## config.mk

```make
export PLATFORM = sky130hd
export DESIGN_NAME = spi_rom_stream_reader
export DESIGN_NICKNAME = d
export VERILOG_FILES = /design/src/rtl/spi_rom_stream_reader.sv
export SDC_FILE = /design/constraint.sdc
export NUM_CORES = 1
export LEC_CHECK = 0
export BUFFER_PORTS_ARGS = -buffer_cell sky130_fd_sc_hd__buf_2
export CELL_PAD_IN_SITES_DETAIL_PLACEMENT = 0
export CELL_PAD_IN_SITES_GLOBAL_PLACEMENT = 1
export CORE_ASPECT_RATIO = 0.75
export CORE_UTILIZATION = 30
export CTS_BUF_LIST = sky130_fd_sc_hd__clkbuf_4
export DETAILED_ROUTE_END_ITERATION = 6
export PLACE_DENSITY_LB_ADDON = 0.15
export SLEW_MARGIN = 20
export SYNTH_ARGS = -nofsm -noshare
export SYNTH_HDL_FRONTEND = slang
export SYNTH_SLANG_ARGS = --single-unit
```

## constraint.sdc

```tcl
create_clock -name clk -period 2.5 [get_ports clk]
set_clock_uncertainty 0.1 [all_clocks]
set_input_delay 0.375 -clock clk [delete_from_list [all_inputs] [get_ports clk]]
set_output_delay 0.375 -clock clk [all_outputs]
set_load 0.02 [all_outputs]
```

## src/rtl/spi_rom_stream_reader.sv

```systemverilog
// SPI-ROM READ (0x03) fetch engine: shifts out command plus 24-bit address in mode 0
// at clk/2, then streams LEN received bytes as a byte/strobe pair with no backpressure.
module spi_rom_stream_reader #(
    parameter int LEN_W  = 10,
    parameter int CS_GAP = 2
) (
    input  logic             clk,
    input  logic             rst,
    input  logic             start,
    input  logic [23:0]      addr,
    input  logic [LEN_W-1:0] len,
    input  logic             abort,
    output logic             busy,
    output logic             done,
    output logic [7:0]       byte_out,
    output logic             byte_valid,
    output logic             spi_cs_n,
    output logic             spi_sclk,
    output logic             spi_mosi,
    input  logic             spi_miso
);

    typedef enum logic [1:0] {
        IDLE     = 2'd0,
        CMD_ADDR = 2'd1,
        DATA     = 2'd2,
        GAP      = 2'd3
    } state_t;

    localparam int GAP_W = (CS_GAP > 1) ? $clog2(CS_GAP) : 1;

    state_t             state_r;
    // Bits 30..0 of {8'h03, addr}; bit 31 is a constant zero driven at accept time.
    logic [30:0]        shift_r;
    logic [4:0]         bit_cnt_r;
    logic [7:0]         rx_r;
    logic [LEN_W-1:0]   len_cnt_r;
    logic [GAP_W-1:0]   gap_cnt_r;
    logic [7:0]         rx_next_s;

    // Byte assembled including the bit sampled at the edge ending the current high phase.
    always_comb begin
        rx_next_s = {rx_r[6:0], spi_miso};
    end

    // Transfer FSM; every output is a register updated here.
    always_ff @(posedge clk or posedge rst) begin
        if (rst) begin
            state_r    <= IDLE;
            shift_r    <= 31'd0;
            bit_cnt_r  <= 5'd0;
            rx_r       <= 8'h00;
            len_cnt_r  <= {LEN_W{1'b0}};
            gap_cnt_r  <= {GAP_W{1'b0}};
            busy       <= 1'b0;
            done       <= 1'b0;
            byte_out   <= 8'h00;
            byte_valid <= 1'b0;
            spi_cs_n   <= 1'b1;
            spi_sclk   <= 1'b0;
            spi_mosi   <= 1'b0;
        end else begin
            done       <= 1'b0;
            byte_valid <= 1'b0;
            if (abort && (state_r != IDLE)) begin
                // Cancel wins over everything, including a byte completing this edge.
                state_r   <= IDLE;
                busy      <= 1'b0;
                spi_cs_n  <= 1'b1;
                spi_sclk  <= 1'b0;
                spi_mosi  <= 1'b0;
                bit_cnt_r <= 5'd0;
            end else begin
                case (state_r)
                    IDLE: begin
                        if (start && (len != {LEN_W{1'b0}})) begin
                            state_r   <= CMD_ADDR;
                            shift_r   <= {7'h03, addr};
                            len_cnt_r <= len;
                            bit_cnt_r <= 5'd0;
                            busy      <= 1'b1;
                            spi_cs_n  <= 1'b0;
                            spi_sclk  <= 1'b0;
                            spi_mosi  <= 1'b0;
                        end else begin
                            state_r <= IDLE;
                        end
                    end
                    CMD_ADDR: begin
                        if (!spi_sclk) begin
                            spi_sclk <= 1'b1;
                        end else begin
                            spi_sclk <= 1'b0;
                            if (bit_cnt_r == 5'd31) begin
                                state_r   <= DATA;
                                spi_mosi  <= 1'b0;
                                bit_cnt_r <= 5'd0;
                            end else begin
                                spi_mosi  <= shift_r[30];
                                shift_r   <= {shift_r[29:0], 1'b0};
                                bit_cnt_r <= bit_cnt_r + 5'd1;
                            end
                        end
                    end
                    DATA: begin
                        if (!spi_sclk) begin
                            spi_sclk <= 1'b1;
                        end else begin
                            spi_sclk <= 1'b0;
                            rx_r     <= rx_next_s;
                            if (bit_cnt_r[2:0] == 3'd7) begin
                                byte_out   <= rx_next_s;
                                byte_valid <= 1'b1;
                                bit_cnt_r  <= 5'd0;
                                len_cnt_r  <= len_cnt_r - LEN_W'(1);
                                if (len_cnt_r == LEN_W'(1)) begin
                                    state_r   <= GAP;
                                    spi_cs_n  <= 1'b1;
                                    gap_cnt_r <= GAP_W'(CS_GAP - 1);
                                    done      <= (CS_GAP == 1);
                                end else begin
                                    state_r <= DATA;
                                end
                            end else begin
                                bit_cnt_r <= bit_cnt_r + 5'd1;
                            end
                        end
                    end
                    GAP: begin
                        if (gap_cnt_r == {GAP_W{1'b0}}) begin
                            state_r <= IDLE;
                            busy    <= 1'b0;
                        end else begin
                            gap_cnt_r <= gap_cnt_r - GAP_W'(1);
                            done      <= (gap_cnt_r == GAP_W'(1));
                        end
                    end
                    default: begin
                        state_r  <= IDLE;
                        busy     <= 1'b0;
                        spi_cs_n <= 1'b1;
                        spi_sclk <= 1'b0;
                        spi_mosi <= 1'b0;
                    end
                endcase
            end
        end
    end

endmodule
```

==> results of run 1 <==
## cells by family after synthesis
kind of cell	count (synthesis)	share of synthesized area, %
muxes	79	25.2
DFF	70	45.5
and+or+nand+nor	63	9.93
AOI/OAI and AO/OA	59	10.8
buffers and inverters	39	5.68
adders and majority gates	9	2.92
## power by group through the flow
stage	Clock [mW]	Sequential, mW	Combinational, mW
after detailed placement	0	1.82	2.54
after floorplan	0	1.77	2.18
after CTS	0.765	1.80	2.55
after global routing	0.808	1.87	2.77
final	0.711	1.80	2.53
after global placement	0	1.83	2.51
## stage by stage
step	std cells	power [mW]	hold WS [ns]	setup WS, ns	instance area, um^2
3_5_place_dp	531	4.36	0.392	0.202	4300
5_1_grt	548	5.45	0.0751	0.0560	4440
2_1_floorplan	319	3.95	0.373	0.258	3850
4_1_cts	548	5.12	0.0667	0.183	4440
6_report	548	5.05	0.111	0.159	4440
3_3_place_gp	531	4.34	0.385	0.235	4300
## cell usage in the layout (no fill, tap or decap), drive strengths merged, types with 5 or more instances in the layout
cell type and instances:
buf 65, dfrtp 69, inv 20, mux2i 11
a21oi 12, nor2b 5, clkbuf 10, nor2 6
a31oi 10, ha 9, o21ai 10, nand2b 7
nand2 16, mux2 68, nand3 9, o32ai 5
## timing repair
action,CTS,global route
endpoints found under the hold margin,69,0
hold buffers,1,0
setup endpoints to repair,0,0
## layout make-up
| type | instances | area (um^2) | area share (%) |
|---|---|---|---|
| inverters | 20 | 75.1 | 1.69 |
| clock buffers | 10 | 75.1 | 1.69 |
| multi-input cells | 210 | 1880 | 42.4 |
| well taps | 166 | 208 | 4.68 |
| flip-flops and latches | 70 | 1750 | 39.5 |
| repair buffers | 66 | 393 | 8.85 |
| clock inverters | 6 | 52.6 | 1.18 |
## layer usage
metal / GRT usage, % / wire [um] / vias up
met5: 0 / 0 / -
met4: 4.24 / 107 / 0
met3: 3.38 / 275 / 9
met2: 18.8 / 3330 / 49
met1: 20.0 / 4540 / 1260
li1: - / - / 1276
## worst max path at each step
stage                    start      endpoint  slack (ns)  cells past startpoint
finish              state_r[0]    shift_r[1]        0.16                      7
global route        state_r[1]    shift_r[5]        0.06                      7
CTS                 state_r[1]    shift_r[5]        0.18                      7
detailed placement  state_r[1]    shift_r[1]        0.20                      7
global placement    state_r[0]   shift_r[25]        0.23                      7
floorplan                  rst  bit_cnt_r[0]        0.26                      1
## sequential cells by signal, indices dropped and copies added, names as in the netlist
signal,cells
byte_valid,1
state_r,2
byte_out,8
spi_cs_n,1
bit_cnt_r,5
busy,1
spi_sclk,1
len_cnt_r,10
rx_r,7
shift_r,31
spi_mosi,1
gap_cnt_r,1
done,1
## critical path, stage by stage, from the launching register on
cell and delay [ns]:
dfrtp_1 0.46, inv_1 0.13, ha_1 0.31, nor4b_4 0.32
a31oi_4 0.15, and3b_2 0.24, buf_12 0.19, mux2_4 0.32
==> reports/qor.csv, run 1 <==
metric,value,unit
Syn Nets,367,
# nets final,425,
final hold vios,0,
"setup slack, reg-to-reg",0.16,ns
max-cap viol count,0,
clk sinks,70,
first drt pass iteration count,4,
vias per inst,4.73,
CTS-repair resized insts,0,
setup_tns,0,ns
number of global-route vias before repair,2616,
Tcrit/Tclk final,93.6,%
Psw,1.86,mW
reg2reg end,shift_r[1],
post-DP HPWL,5490,um
"count leader, synth",dfrtp_1,
pin count of the biggest net entering global routing,71,
Post-synth EDFFs,0,
initial antenna violation count,0,
RSZ-0062 raised after global routing,false,
Final Max Tran Viols,0,
"area leader, netlist",dfrtp_1,
Slew Limit Headroom,66.8,%
Worst VDD drop,443,uV
DRC viols,0,
Synth top area share,44.8,%
number of buffers created by CTS,9,
final RePlAce weighted congestion,0.718,
Area contributors post-synth,"dfrtp_1, mux2_2, mux2_4",
Die X,133,um
post-synthesis register bit count,70,
clk buf depth,2,
WP data arrival,2.55,ns
CORE AREA,12400,um^2
fmax,427,MHz
Setup Buffers After CTS,0,
synth warn,0,
Die H,100,um
hold path endpoint,rx_r[0],
r2r startpoint,state_r[0],
logic gate share of total power,50.2,%
Worst Hold Class,in2reg,
row cnt,35,
CTS tree,built,
Fillers,1277,
critical path required time,2.71,ns
commonest cells in the synthesized netlist,"dfrtp_1, mux2_2, mux2_4",
Worst Hold Depth,2,
CP Launch Type,flip-flop,
Clk pwr share,14.1,%
switch share,36.8,%
layout cells sized above 1,40.8,%
DRT iter0 DRCs,121,
crit-path max FO,31,
ant diodes,0,
Seq pwr share,35.7,%
Final Setup Violations,0,
FF-to-FF path depth,7,
CP Capture Type,flip-flop,
share of flip-flops with an asynchronous set or reset,100,%
cell internal pwr,3.19,mW
Clock H-tree levels,3,
status,"complete, no violations",
global-route wire length before repair,13800,um
post-layout minimum cycle time,2.34,ns
Routed WL,8260,um
Hold Startpoint,spi_miso,
worst skew pair latency,0.41,ns
Leak Pwr,2.05,nW
Mapped Area,3850,um^2
DR WL/cell,15.1,um
CTS root buffer,clkbuf_4,
top-level I/O count,53,
Layout area overhead,15.2,%
clock transition at the registers of the reported paths,0.12,ns
Routed Antenna Nets,0,
"Top FF cell, synth",dfrtp_1,
Tot GR Track Use,13.5,%
Slew @ Worst Pin,0.498,ns
sequential area share after synthesis,45.5,%
grt ovf,0,
Power Density,1140,nW/um^2
Initial Utilization,31.1,%
PortBufs,52,
syn_area_per_cell,12.1,um^2
unique cell type count in the Yosys netlist,51,
Vias,2594,
Die ar.,13300,um^2
Setup CP Type,reg2reg,
synthesized instance count,319,
Util after Layout,35.8,%
Power figures use the tool's default switching activity.
==> inputs of run 2 (changes only) <==
--- a/config.mk
+++ b/config.mk
@@ -13,6 +13,7 @@
 export CTS_BUF_LIST = sky130_fd_sc_hd__clkbuf_4
 export DETAILED_ROUTE_END_ITERATION = 6
 export PLACE_DENSITY_LB_ADDON = 0.15
+export REMOVE_ABC_BUFFERS = 1
 export SLEW_MARGIN = 20
 export SYNTH_ARGS = -nofsm -noshare
 export SYNTH_HDL_FRONTEND = slang
==> reports/qor.csv, run 2 (same netlist as run 1, synthesis figures left out) <==
metric,value,unit
global-route wire length before repair,13700,um
PortBufs,52,
max reg flops,31,
layout cells sized above 1,41.9,%
number of global-route vias before repair,2652,
Placed Instances,531,
grt ovf,0,
Die ar.,13300,um^2
most frequent cells in the layout,"dfrtp_1, buf_2, mux2_2",
vias per inst,4.73,
Final Max Tran Viols,0,
Hold Startpoint,spi_miso,
initial antenna violation count,0,
status,"complete, no violations",
Setup CP Type,reg2reg,
Vias,2590,
Slew Limit Headroom,65.4,%
biggest regs,"shift_r (31), len_cnt_r (10), byte_out (8)",
DRT iter0 DRCs,134,
Routed Antenna Nets,0,
top-level I/O count,53,
Fillers,1241,
worst skew pair latency,0.42,ns
Tot GR Track Use,13.2,%
CORE AREA,12400,um^2
Worst Hold Class,in2reg,
crit-path max FO,8,
Leak Pwr,2.07,nW
Initial Utilization,31.1,%
WP data arrival,2.54,ns
DR WL/cell,14.7,um
post-DP HPWL,5620,um
Post-DP Area,4300,um^2
critical path required time,2.71,ns
r2r startpoint,state_r[1],
ant diodes,0,
CTS-repair resized insts,0,
design area,4470,um^2
RSZ-0062 raised after global routing,false,
Tcrit/Tclk final,93.0,%
Final Instance Count excl. Fillers,548,
fmax,430,MHz
"most common cell after layout, fill and taps aside",dfrtp_1,
clock transition at the registers of the reported paths,0.12,ns
CP Capture Type,flip-flop,
row cnt,35,
Power Density,1160,nW/um^2
Crit. Startpoint,state_r[1],
number of buffers created by CTS,9,
Final Setup Violations,0,
Top reg by flops,shift_r,
slowest library cell on the worst path,dfrtp_1,
CTS root buffer,clkbuf_4,
DRC viols,0,
Layout area overhead,16.1,%
post-layout minimum cycle time,2.32,ns
final hold vios,0,
Slew @ Worst Pin,0.519,ns
final RePlAce weighted congestion,0.708,
clk buf depth,2,
Routed WL,8060,um
crit-path cells,inv_1 > ha_1 > nor4b_4 > a31oi_4 > buf_4 > nand2_1 > mux2_2,
clk sinks,70,
pin count of the biggest net entering global routing,41,
Die X,133,um
CTS tree,built,
Clock H-tree levels,3,
CP Launch Type,flip-flop,
Die H,100,um
# nets final,425,
first drt pass iteration count,4,
Worst VDD drop,480,uV
max-cap viol count,0,
crit-path max cell delay,0.46,ns
## run 2: changes by cell type in the layout (fill, tap and decap cells not counted), sizes merged
cell and change:
bufinv +1, clkinv -1
## run 2: path summary, 6_finish.rpt
check / end / cells after the start / slack [ns]
setup / recovery: bit_cnt_r[0] / 7 / 0.18
hold / removal: byte_out[0] / 2 / 0.11
setup reg to reg: bit_cnt_r[0] / 7 / 0.18
hold reg to reg: byte_out[3] / 1 / 0.41
max in group asynchronous: shift_r[24] / 4 / 1.41
min in group asynchronous: byte_valid / 4 / 0.48
## run 2: metrics by stage
step           hold WS, ns  utilization [%]  power [mW]  worst slack (ns)  TNS (ns)
6_report             0.106             36.1        5.20             0.176         0
5_1_grt             0.0660             36.1        5.62            0.0653         0
4_1_cts             0.0737             36.1        5.28             0.175         0
3_5_place_dp         0.388             34.7        4.41             0.214         0
3_3_place_gp         0.381             34.7        4.39             0.275         0
2_1_floorplan        0.373                -        3.74            -0.920    -28.11
## run 2: repair_timing
| action | in CTS | in global routing |
|---|---|---|
| hold buffers | 1 | 0 |
| hold endpoints to repair | 69 | 0 |
| buffers inserted | 0 | 0 |
## run 2: report_power, final
part	internal, mW	switching (mW)
Sequential	1.54	0.276
Clock	0.415	0.423
Combinational	1.37	1.17
## run 2: layout make-up
type / count / area [um^2] / share of cell area [%]
clock inverters: 6 / 86.3 / 1.93
well taps: 166 / 208 / 4.64
flip-flops and latches: 70 / 1750 / 39.2
clock buffers: 10 / 75.1 / 1.68
repair buffers: 66 / 393 / 8.78
inverters: 20 / 75.1 / 1.68
multi-input cells: 210 / 1880 / 42.1
## run 2: per-layer routing
| metal | wire length [um] | up-vias | GRT usage [%] | share of wire, % |
|---|---|---|---|---|
| li1 | - | 1279 | - | - |
| met2 | 3420 | 59 | 18.9 | 42 |
| met4 | 99 | 0 | 4.51 | 1.2 |
| met3 | 373 | 9 | 3.59 | 4.6 |
| met1 | 4160 | 1243 | 19.0 | 52 |
| met5 | 0 | - | 0 | 0 |
## run 2: worst max-delay path: cells and delay by family, from the launching register on
family / cells / cell delay [ns]
simple gates: 2 / 0.53
flops: 1 / 0.46
mux: 1 / 0.37
buf+inv: 2 / 0.31
fa+ha+maj: 1 / 0.31
compound gates: 1 / 0.14
